===== src/rtl/mem_batch_issuer.sv =====
// mem_batch_issuer
// Accepts one batch of up to MAX_READS read addresses and MAX_WRITES write
// address/value pairs. It registers the batch and issues it over NPORTS read
// ports and NPORTS write ports. Issuing can take several cycles and follows
// the memory-side ready handshake. batch_done pulses once after the last
// request of the batch has been accepted.
//
// Ports:
//   system1000, system1000_rstn     clock, asynchronous active-low reset
//   batch_valid / batch_ready       batch handshake
//   rd_count, rd_addr               read slot count and addresses (slot 0 in LSBs)
//   wr_count, wr_addr, wr_data      write slot count, addresses, values
//   mem_ready                       memory accepts every presented request
//   prd_valid, prd_addr             per-port read requests (port 0 in LSBs)
//   pwr_valid, pwr_addr, pwr_data   per-port write requests
//   batch_done                      one-cycle completion pulse
module mem_batch_issuer #(
    parameter int unsigned ADDR_W     = 30,
    parameter int unsigned DATA_W     = 63,
    parameter int unsigned MAX_READS  = 4,
    parameter int unsigned MAX_WRITES = 4,
    parameter int unsigned NPORTS     = 2,
    parameter int unsigned RC_W       = $clog2(MAX_READS + 1),
    parameter int unsigned WC_W       = $clog2(MAX_WRITES + 1)
) (
    input  logic                       system1000,
    input  logic                       system1000_rstn,
    input  logic                       batch_valid,
    output logic                       batch_ready,
    input  logic [RC_W-1:0]            rd_count,
    input  logic [MAX_READS*ADDR_W-1:0]  rd_addr,
    input  logic [WC_W-1:0]            wr_count,
    input  logic [MAX_WRITES*ADDR_W-1:0] wr_addr,
    input  logic [MAX_WRITES*DATA_W-1:0] wr_data,
    input  logic                       mem_ready,
    output logic [NPORTS-1:0]          prd_valid,
    output logic [NPORTS*ADDR_W-1:0]   prd_addr,
    output logic [NPORTS-1:0]          pwr_valid,
    output logic [NPORTS*ADDR_W-1:0]   pwr_addr,
    output logic [NPORTS*DATA_W-1:0]   pwr_data,
    output logic                       batch_done
);

    typedef enum logic [1:0] {IDLE, ISSUE, DONE} state_t;

    localparam logic [RC_W-1:0] MAX_RD = RC_W'(MAX_READS);
    localparam logic [WC_W-1:0] MAX_WR = WC_W'(MAX_WRITES);

    state_t                        state, state_nx;
    logic [MAX_READS*ADDR_W-1:0]   rd_addr_q;
    logic [MAX_WRITES*ADDR_W-1:0]  wr_addr_q;
    logic [MAX_WRITES*DATA_W-1:0]  wr_data_q;
    logic [RC_W-1:0]               rd_rem, ri;
    logic [WC_W-1:0]               wr_rem, wi;
    logic [31:0]                   n_rd, n_wr;
    logic                          accept, xfer;

    assign batch_ready = (state == IDLE);
    assign batch_done  = (state == DONE);
    assign accept      = batch_valid && batch_ready;
    assign xfer        = (state == ISSUE) && mem_ready;

    // Requests presented this cycle per channel: min(NPORTS, remaining).
    always_comb begin
        n_rd = (32'(rd_rem) < NPORTS) ? 32'(rd_rem) : NPORTS;
        n_wr = (32'(wr_rem) < NPORTS) ? 32'(wr_rem) : NPORTS;
    end

    always_ff @(posedge system1000 or negedge system1000_rstn) begin
        if (!system1000_rstn) begin
            state <= IDLE;
        end else begin
            state <= state_nx;
        end
    end

    always_comb begin
        state_nx = state;
        unique case (state)
            IDLE:  if (accept) state_nx = ISSUE;
            ISSUE: begin
                // An empty batch leaves without waiting for mem_ready.
                if (rd_rem == '0 && wr_rem == '0) begin
                    state_nx = DONE;
                end else if (mem_ready && 32'(rd_rem) <= NPORTS &&
                             32'(wr_rem) <= NPORTS) begin
                    state_nx = DONE;
                end
            end
            DONE:  state_nx = IDLE;
            default: state_nx = IDLE;
        endcase
    end

    always_ff @(posedge system1000 or negedge system1000_rstn) begin
        if (!system1000_rstn) begin
            rd_addr_q <= '0;
            wr_addr_q <= '0;
            wr_data_q <= '0;
            rd_rem    <= '0;
            wr_rem    <= '0;
            ri        <= '0;
            wi        <= '0;
        end else if (accept) begin
            rd_addr_q <= rd_addr;
            wr_addr_q <= wr_addr;
            wr_data_q <= wr_data;
            rd_rem    <= (rd_count > MAX_RD) ? MAX_RD : rd_count;
            wr_rem    <= (wr_count > MAX_WR) ? MAX_WR : wr_count;
            ri        <= '0;
            wi        <= '0;
        end else if (xfer) begin
            rd_rem <= rd_rem - RC_W'(n_rd);
            ri     <= ri + RC_W'(n_rd);
            wr_rem <= wr_rem - WC_W'(n_wr);
            wi     <= wi + WC_W'(n_wr);
        end
    end

    // Port p carries slot index+p; since p < remaining, the slot is always
    // inside the latched batch.
    always_comb begin
        prd_valid = '0;
        prd_addr  = '0;
        pwr_valid = '0;
        pwr_addr  = '0;
        pwr_data  = '0;
        if (state == ISSUE) begin
            for (int unsigned p = 0; p < NPORTS; p++) begin
                if (p < n_rd) begin
                    prd_valid[p] = 1'b1;
                    prd_addr[p*ADDR_W +: ADDR_W] =
                        rd_addr_q[(32'(ri) + p)*ADDR_W +: ADDR_W];
                end
                if (p < n_wr) begin
                    pwr_valid[p] = 1'b1;
                    pwr_addr[p*ADDR_W +: ADDR_W] =
                        wr_addr_q[(32'(wi) + p)*ADDR_W +: ADDR_W];
                    pwr_data[p*DATA_W +: DATA_W] =
                        wr_data_q[(32'(wi) + p)*DATA_W +: DATA_W];
                end
            end
        end
    end

endmodule


===== config.mk =====
export PLATFORM = sky130hd
export DESIGN_NAME = mem_batch_issuer
export DESIGN_NICKNAME = d
export VERILOG_FILES = /design/src/rtl/mem_batch_issuer.sv
export SDC_FILE = /design/constraint.sdc
export NUM_CORES = 1
export LEC_CHECK = 0
export ABC_AREA = 1
export CORE_AREA = 2 2 294 296
export CTS_BUF_LIST = sky130_fd_sc_hd__clkbuf_4 sky130_fd_sc_hd__clkbuf_8 sky130_fd_sc_hd__clkbuf_16
export CTS_CLUSTER_SIZE = 24
export DETAILED_ROUTE_END_ITERATION = 16
export DIE_AREA = 0 0 296 298
export PLACE_DENSITY = 0.69
export REMOVE_ABC_BUFFERS = 1
export SETUP_SLACK_MARGIN = 0.2
export SYNTH_ARGS = -nofsm -noshare
export SYNTH_HDL_FRONTEND = slang
export SYNTH_SLANG_ARGS = --single-unit

===== constraint.sdc =====
create_clock -name system1000 -period 18.85 [get_ports system1000]
set_clock_uncertainty 0.15 [all_clocks]
set_input_delay 3.77 -clock system1000 [delete_from_list [all_inputs] [get_ports system1000]]
set_output_delay 3.77 -clock system1000 [all_outputs]
set_load 0.01 [all_outputs]

== Word-level counts from Yosys, hierarchy flattened ==
Cells that the tools add are included.

* Register bits after elaboration: 506
* Input bits: 502
* Output and inout bits: 252
* Logic and storage cells: 81

* Add/sub/neg operators: 6
* Multipliers: 6
* Order comparisons: 10
* Eq/ne operators: 4
* Shift-type cells: 6
* Muxes and demuxes: 31
* Reductions and logical operators: 10

{| class="wikitable"
|+ Operator list
! kind !! count
|-
| 252-bit by 10-bit indexed part select with 63-bit output || 1
|-
| 252-bit by 11-bit indexed part select with 63-bit output || 1
|-
| 120-bit by 9-bit indexed part select with 30-bit output || 2
|-
| 126-bit two-way mux || 1
|-
| 63-bit two-way mux || 2
|-
| 30-bit two-way mux || 4
|-
| 60-bit two-way mux || 2
|-
| 120-bit by 10-bit indexed part select with 30-bit output || 1
|-
| 120-bit by 33-bit indexed part select with 30-bit output || 1
|-
| 3-bit two-way mux || 12
|-
| 32-bit by 4-bit multiplier with 31-bit output, second input constant || 1
|-
| 3-bit by 4-bit multiplier with 7-bit output, second input constant || 2
|-
| 1-bit by 3-bit < comparator with 1-bit output, first input constant || 4
|-
| 4-bit by 6-bit multiplier with 10-bit output, second input constant || 1
|-
| 2-bit two-way mux || 5
|-
| 3-bit by 6-bit multiplier with 9-bit output, second input constant || 1
|-
| 3-bit by 1-bit adder with 4-bit output, second input constant || 2
|-
| 4-bit by 4-bit multiplier with 8-bit output, second input constant || 1
|-
| 3-bit adder || 2
|-
| 3-bit greater-than comparator, second input constant || 2
|-
| 3-bit by 2-bit less-or-equal comparator with 1-bit output, second input constant || 2
|-
| 3-bit logical NOT || 2
|-
| 3-bit by 2-bit < comparator with 1-bit output, second input constant || 2
|-
| 3-bit subtractor || 2
|-
| 10 further kinds || 17
|}

== Longest topological paths before layout ==
Gate-level depths: netlist (run 1).

* Word-level depth: 6
* Depth in mapped cells: 34

== Worst setup path before layout (run 1) ==
Ideal clock, no wire load.

* Path kind: register to output
* From: register wi[0]
* To: output pwr_addr[52]
* Data arrival time: 5.160 ns
* Data required time: 14.930 ns
* Path slack: 9.770 ns
* Cell stages (with the launch flop): 28
* Path buffers: 7
* Path through: dfrtp_1 -> buf_2 -> inv_2 -> buf_2 -> buf_2 -> buf_1 -> ha_1 -> inv_1 -> nand2_1 -> nand2_1 -> inv_1 -> buf_2 -> buf_2 -> ha_1 -> inv_1 -> fa_1 -> inv_1 -> fa_1 -> nand3_1 -> nand2_1 -> xnor2_1 -> inv_1 -> nor2_1 -> clkbuf_1 -> a31oi_1 -> o21ai_0 -> inv_1 -> a21oi_1

* Word-level cells in the longest chain between the ends: 5

{| class="wikitable"
|+ Ends and longest elaborated chain
! what !! line !! RTL
|-
| from (decl) || 54 || <nowiki>logic [WC_W-1:0] wr_rem, wi;</nowiki>
|-
| from (signal assigned) || 116 || <nowiki>wi <= wi + WC_W'(n_wr);</nowiki>
|-
| 3-bit by 1-bit adder with 4-bit output || 138 || <nowiki>wr_addr_q[(32'(wi) + p)*ADDR_W +: ADDR_W];</nowiki>
|-
| 32-bit by 4-bit multiplier with 31-bit output || 138 ||
|-
| 120-bit by 33-bit indexed part select with 30-bit output || 138 ||
|-
| 30-bit two-way mux || 135 || <nowiki>if (p < n_wr) begin</nowiki>
|-
| 60-bit two-way mux || 128 || <nowiki>if (state == ISSUE) begin</nowiki>
|-
| to (decl) || 39 || <nowiki>output logic [NPORTS*ADDR_W-1:0] pwr_addr,</nowiki>
|}

No other way between the ends.

== Final worst setup path (run 1) ==
* From: register wi[0]
* To: output pwr_addr[45]

Same word-level chain as after synthesis.

==> results_dict.tcl, run 1 <==
set metrics [dict create \
    drv_slew 0 \
    dp_cells 6584 \
    synthAdderAreaFrac_pct 0.9844 \
    final_util_pct 50.09 \
    timing_worst_setup_path_type "reg2out" \
    synthTopCellsByArea "dfrtp_1 39%, nand2_1 25%, nand3_1 7.8%" \
    syn-instance-count 5025 \
    yosys.area_share.xor_xnor_pct 0.1307 \
    ios 754 \
    synth_edf_count 0 \
    nNetsFinal 6024 \
    drt_iter0_markers 3672 \
    relSlewSlack_pct 21.80 \
    grt_max_degree 178 \
    status "finished clean" \
    holdBufCountCts 0 \
    grt_pass1_wl_mm 209.6 \
    root_buffer "clkbuf_16" \
    grt_usage_pct 30.78 \
    synthMuxAreaShare_pct 0.03076 \
    yosysSeqAreaShare_pct 38.92 \
    coreArea_mm2 0.08488 \
    port-buffer-count 753 \
    crit_family "buffers and inverters" \
    critPathMaxStageDelay_ns 0.96 \
    path_cells "inv_6 -> ha_1 -> inv_1 -> nand2_1 -> nand2_4 -> clkinv_2 -> ha_1 -> inv_1 -> fa_1 -> inv_1 -> fa_2 -> xor2_2 -> inv_2 -> nor2_4 -> inv_1 -> a21oi_1 -> a21oi_1 -> nand2_1 -> nand2_1 -> a21oi_1 -> clkdlybuf4s50_1" \
    drive_above_1_share_pct 3.267 \
    numCtsBuffers 58 \
    firstDrtPassIters 7 \
    holdWs_ns 0.3277 \
    clock_latency_ns 0.65 \
    num_vias 36460 \
    hp-class "reg2reg" \
    path_max_fanout 71 \
    via_per_inst 5.417 \
    synth_seq_cells 506 \
    worstSetupEndpointType "output pin" \
    synth_top_area_share_pct 38.92 \
    synth_compound_area_share_pct 15.75 \
    wl_met3_mm 11.92 \
    die_w_um 296 \
    netlist_area_mm2 0.03254 \
    reg2reg_depth 7 \
    instances_no_fill 6730 \
    dieArea_mm2 0.08821 \
    drv_cap 0 \
    setup_viol 0 \
    dp_slack_ns 5.835 \
    drt_wl_total_mm 140.6 \
    start_util_pct 38.33 \
    drc_errors 0 \
    routed.top_layer "met5" \
    area_delta_synth_final_pct 30.66 \
    worstPathRequired_ns 14.93 \
    worst_pin_slew_ns 1.173 \
    wire_per_inst_um 20.89 \
    cts_setup_buffers 0 \
    min_period_ns 13.72 \
    cp_slowest_cell "nor2_4" \
    cp_common_cell "inv_1" \
    fin_ws_ns 5.134 \
    wl_met2_mm 66.28 \
    cts_tree "yes" \
    synthSimpleGateAreaFrac_pct 36.25 \
    fin_crit_sh_pct 72.77 \
    synth_top_family_by_area "simple AND/OR/NAND/NOR gates" \
    critPathBufInv 8 \
    overflow 0 \
    fmax_ghz 0.07291 \
    min_path_cells 2 \
    place.gp.congestion 1.027 \
    synth.distinct_cells 47 \
    yosysTopAreaCell "dfrtp_1" \
    clock-sinks 506 \
    cp_data_arrival_time_ns 9.80 \
    wl_met1_mm 54.94 \
    rsz0062_at_grt "false" \
    ys_async_sr_fraction_pct 100.0 \
    detail-route-antenna-nets 0 \
    rows 107 \
    worstSetupStartpointType "register" \
    antenna_found_initial 61 \
    htreeDepth 2 \
    clock_path_buffers 3 \
    clk_pin_slew_worst_paths_ns 0.06 \
    dominantRegCellSynth "dfrtp_1" \
    syn_area_per_cell_um2 6.475 \
    cts_resized 0 \
    yosys_warnings 0 \
    dpl.hpwl_mm 97.79 \
    die_height_um 298 \
    finalHoldViolCount 0 \
    grt_pass1_vias 34580 \
    cp_num_cells 21 \
]
-- flip-flops by register name (all words and copies together), names as in the netlist --
name	cells
rd_rem	3
wi	3
wr_rem	3
rd_addr_q	120
wr_data_q	252
state	2
wr_addr_q	120
ri	3
-- cell usage after synthesis (62+ instances only) --
cell type     n
dfrtp_1     506
a31oi_1      77
nand2_1    2205
clkbuf_1    257
o21ai_0     352
o211ai_1     70
nor2_1      218
buf_2        62
a22oi_1      63
inv_1       266
nand3_1     508
a21oi_1     230
-- final timing paths --
kind,to,slack (ns),startpoint
max in group asynchronous,wr_data_q[225],13.30,system1000_rstn
max,pwr_addr[45],5.13,wi[0]
min,wr_data_q[41],0.33,wr_data_q[41]
min in group asynchronous,wr_data_q[73],3.02,system1000_rstn
max reg2reg,wr_data_q[166],14.01,state[0]
min reg2reg,wr_data_q[41],0.33,wr_data_q[41]
-- metrics by stage --
step                setup TNS, ns  area (µm²)
floorplan                -1589.71       30990
global placement                0       40440
detailed placement              0       40440
CTS                             0       42400
global route                    0       42500
finish                          0       42510
-- worst min-delay path, stage by stage, from the launching register on --
cell	delay, ns
dfrtp_1	0.34
nand2_1	0.05
nand2_1	0.05
-- routing by layer --
metal	vias to the layer above	track usage, %
met5	-	0
met4	26	15.85
met3	330	7.139
met2	1599	49.86
met1	17200	38.12
li1	17300	-
-- layout by cell type (no fill, tap or decap), types with 4 or more instances in the layout --
cell             instances
nor3_1                   8
clkdlybuf4s50_1        752
fa_1                     5
nor2_1                 215
nand2_1               2201
clkbuf_8                10
bufinv_16                4
inv_1                  263
o21ai_0                352
buf_4                   42
clkbuf_4                16
o21a_1                   4
nand4_1                  4
dfrtp_1                503
clkbuf_16               58
a31oi_1                 77
clkinv_2                 9
a2bb2oi_1               30
nand3_1                508
nor2_4                   5
a221oi_1                32
or2_2                    6
ha_1                    15
o211ai_1                70
a21oi_1                230
a22oi_1                 63
nand2_4                  5
diode_2                 46
-- layout make-up --
type | instances | area, µm²
clock inverters | 16 | 244.0
repair buffers | 797 | 7898
clock buffers | 84 | 1709
fillers | 8644 | 42370
diodes | 46 | 115.1
multi-input cells | 3863 | 17400
flip-flops and latches | 506 | 12670
inverters | 274 | 1047
well taps | 1144 | 1431
-- cells by family (layout without fill, tap and decap cells) --
group           Yosys count  after routing
compound gates          878            878
other cells               1             48
mux                       1              1
flops                   506            506
fa+ha+maj                22             22
simple gates           2956           2956
xor+xnor                  4              4
buf+inv                 657           1171
Power of run 1 is not shown: default switching activity piles up to over one toggle a cycle in this logic, so the estimate is an artifact.
==> inputs of run 2 (changes only) <==
clock period = 12.7 ns   (was 18.85 ns; I/O delays follow)
==> results_dict.tcl, run 2 (synthesized netlist as in run 1, its figures left out) <==
set metrics [dict create \
    status "finished clean" \
    clock-sinks 506 \
    htreeDepth 2 \
    worstSetupEndpointType "output pin" \
    root_buffer "clkbuf_16" \
    grt_pass1_vias 34790 \
    final_cell_mix "2201 x nand2_1, 752 x clkdlybuf4s50_1, 508 x nand3_1" \
    r2r_setup_slack_ns 9.18 \
    critPathMaxStageDelay_ns 0.95 \
    firstDrtPassIters 6 \
    worstSetupStartpointType "register" \
    grt_pass1_wl_mm 211.1 \
    grt_usage_pct 30.87 \
    setup_viol 0 \
    max_flop_register "wr_data_q" \
    instances_no_fill 6730 \
    worstPathRequired_ns 10.01 \
    timing_worst_setup_path_type "reg2out" \
    hold_path_end "wr_data_q[32]" \
    fin_tns_setup_ns 0 \
    finalHoldViolCount 0 \
    fin_crit_sh_pct 93.07 \
    regToRegEndpoint "wr_data_q[136]" \
    dp_slack_ns 1.689 \
    drc_errors 0 \
    drive_above_1_share_pct 3.354 \
    grt_max_degree 224 \
    final_common_cell "nand2_1" \
    hp-class "reg2reg" \
    overflow 0 \
    dpl-instance-area_mm2 0.04045 \
    port-buffer-count 753 \
    fmax_ghz 0.08460 \
    num_vias 36710 \
    relSlewSlack_pct 16.33 \
    wire_per_inst_um 21.08 \
    numCtsBuffers 58 \
    antenna_found_initial 56 \
    hold_start "wr_data_q[32]" \
    cts_setup_buffers 0 \
    via_per_inst 5.455 \
    clock_latency_ns 0.64 \
    fin_ws_ns 0.8800 \
    path_max_fanout 118 \
    min_period_ns 11.82 \
    clock_path_buffers 3 \
    postLayoutCellArea_mm2 0.04261 \
    detail-route-antenna-nets 0 \
    cp_slowest_cell "nand2_4" \
    coreArea_mm2 0.08488 \
    rows 107 \
    place.gp.congestion 1.002 \
    rr_startpoint "state[1]" \
    drv_cap 0 \
    largest_reg_flops 252 \
    worst_pin_slew_ns 1.255 \
    die_height_um 298 \
    ios 754 \
    die_w_um 296 \
    largestRegisters "wr_data_q: 252 flops, rd_addr_q: 120 flops, wr_addr_q: 120 flops" \
    area_delta_synth_final_pct 30.94 \
    dpl.hpwl_mm 98.73 \
    min_path_cells 2 \
    cts_resized 0 \
    start_util_pct 38.33 \
    dp_cells 6585 \
    drt_iter0_markers 4267 \
    cp_data_arrival_time_ns 9.13 \
    nNetsFinal 6025 \
    drt_wl_total_mm 141.9 \
    cts_tree "yes" \
    holdBufCountCts 0 \
    clk_pin_slew_worst_paths_ns 0.07 \
    drv_slew 0 \
    rsz0062_at_grt "false" \
    reg2reg_depth 6 \
    cp_common_cell "nand2_1" \
    dieArea_mm2 0.08821 \
]
## run 2: cell count changes in the layout (fill, tap and decap cells not counted), sizes merged
cell | previous run | this run
buf | 45 | 46
bufinv | 4 | 5
clkbuf | 84 | 87
clkinvlp | 3 | 1
diode | 46 | 41
inv | 270 | 272
## run 2: area by class of cell
| class | count | area, µm² |
|---|---|---|
| clock inverters | 17 | 274.0 |
| fillers | 8593 | 42270 |
| repair buffers | 798 | 7930 |
| well taps | 1144 | 1431 |
| clock buffers | 87 | 1775 |
| diodes | 41 | 102.6 |
| inverters | 274 | 1046 |
| flip-flops and latches | 506 | 12670 |
| multi-input cells | 3863 | 17380 |
## run 2: worst max-delay path by stage
stage	slack (ns)	startpoint	cells past startpoint	to
finish	0.88	wi[0]	28	pwr_addr[55]
detailed placement	1.69	wi[0]	26	pwr_addr[41]
CTS	0.97	wi[0]	26	pwr_addr[41]
global route	0.26	wi[0]	28	pwr_addr[55]
global placement	1.84	wi[0]	28	pwr_addr[55]
floorplan	-12.11	wi[0]	17	pwr_addr[32]
## run 2: worst max-delay path: cells and delay by family (launching register included)
family | cells | cell delay [ns]
AOI/OAI and AO/OA | 1 | 0.29
adders and majority gates | 4 | 1.93
DFF | 1 | 0.82
and+or+nand+nor | 16 | 2.83
buffers and inverters | 7 | 2.57
## run 2: through the flow
stage | utilization [%] | hold WS (ns)
after floorplan | - | 0.2992
after global placement | 47.66 | 0.3124
after detailed placement | 47.66 | 0.3162
after CTS | 50.08 | 0.3325
after global routing | 50.19 | 0.3394
final | 50.20 | 0.3296
## run 2: layer usage
layer  vias to the layer above  part of all wire, %  global-route usage, %
met5                         -                 0.11                      0
li1                      17290                    -                      -
met3                       342                  8.3                  6.453
met2                      1718                   47                  50.04
met4                        24                  5.1                  15.57
met1                     17330                   40                  38.77
Power of run 2 is left out for the same reason.
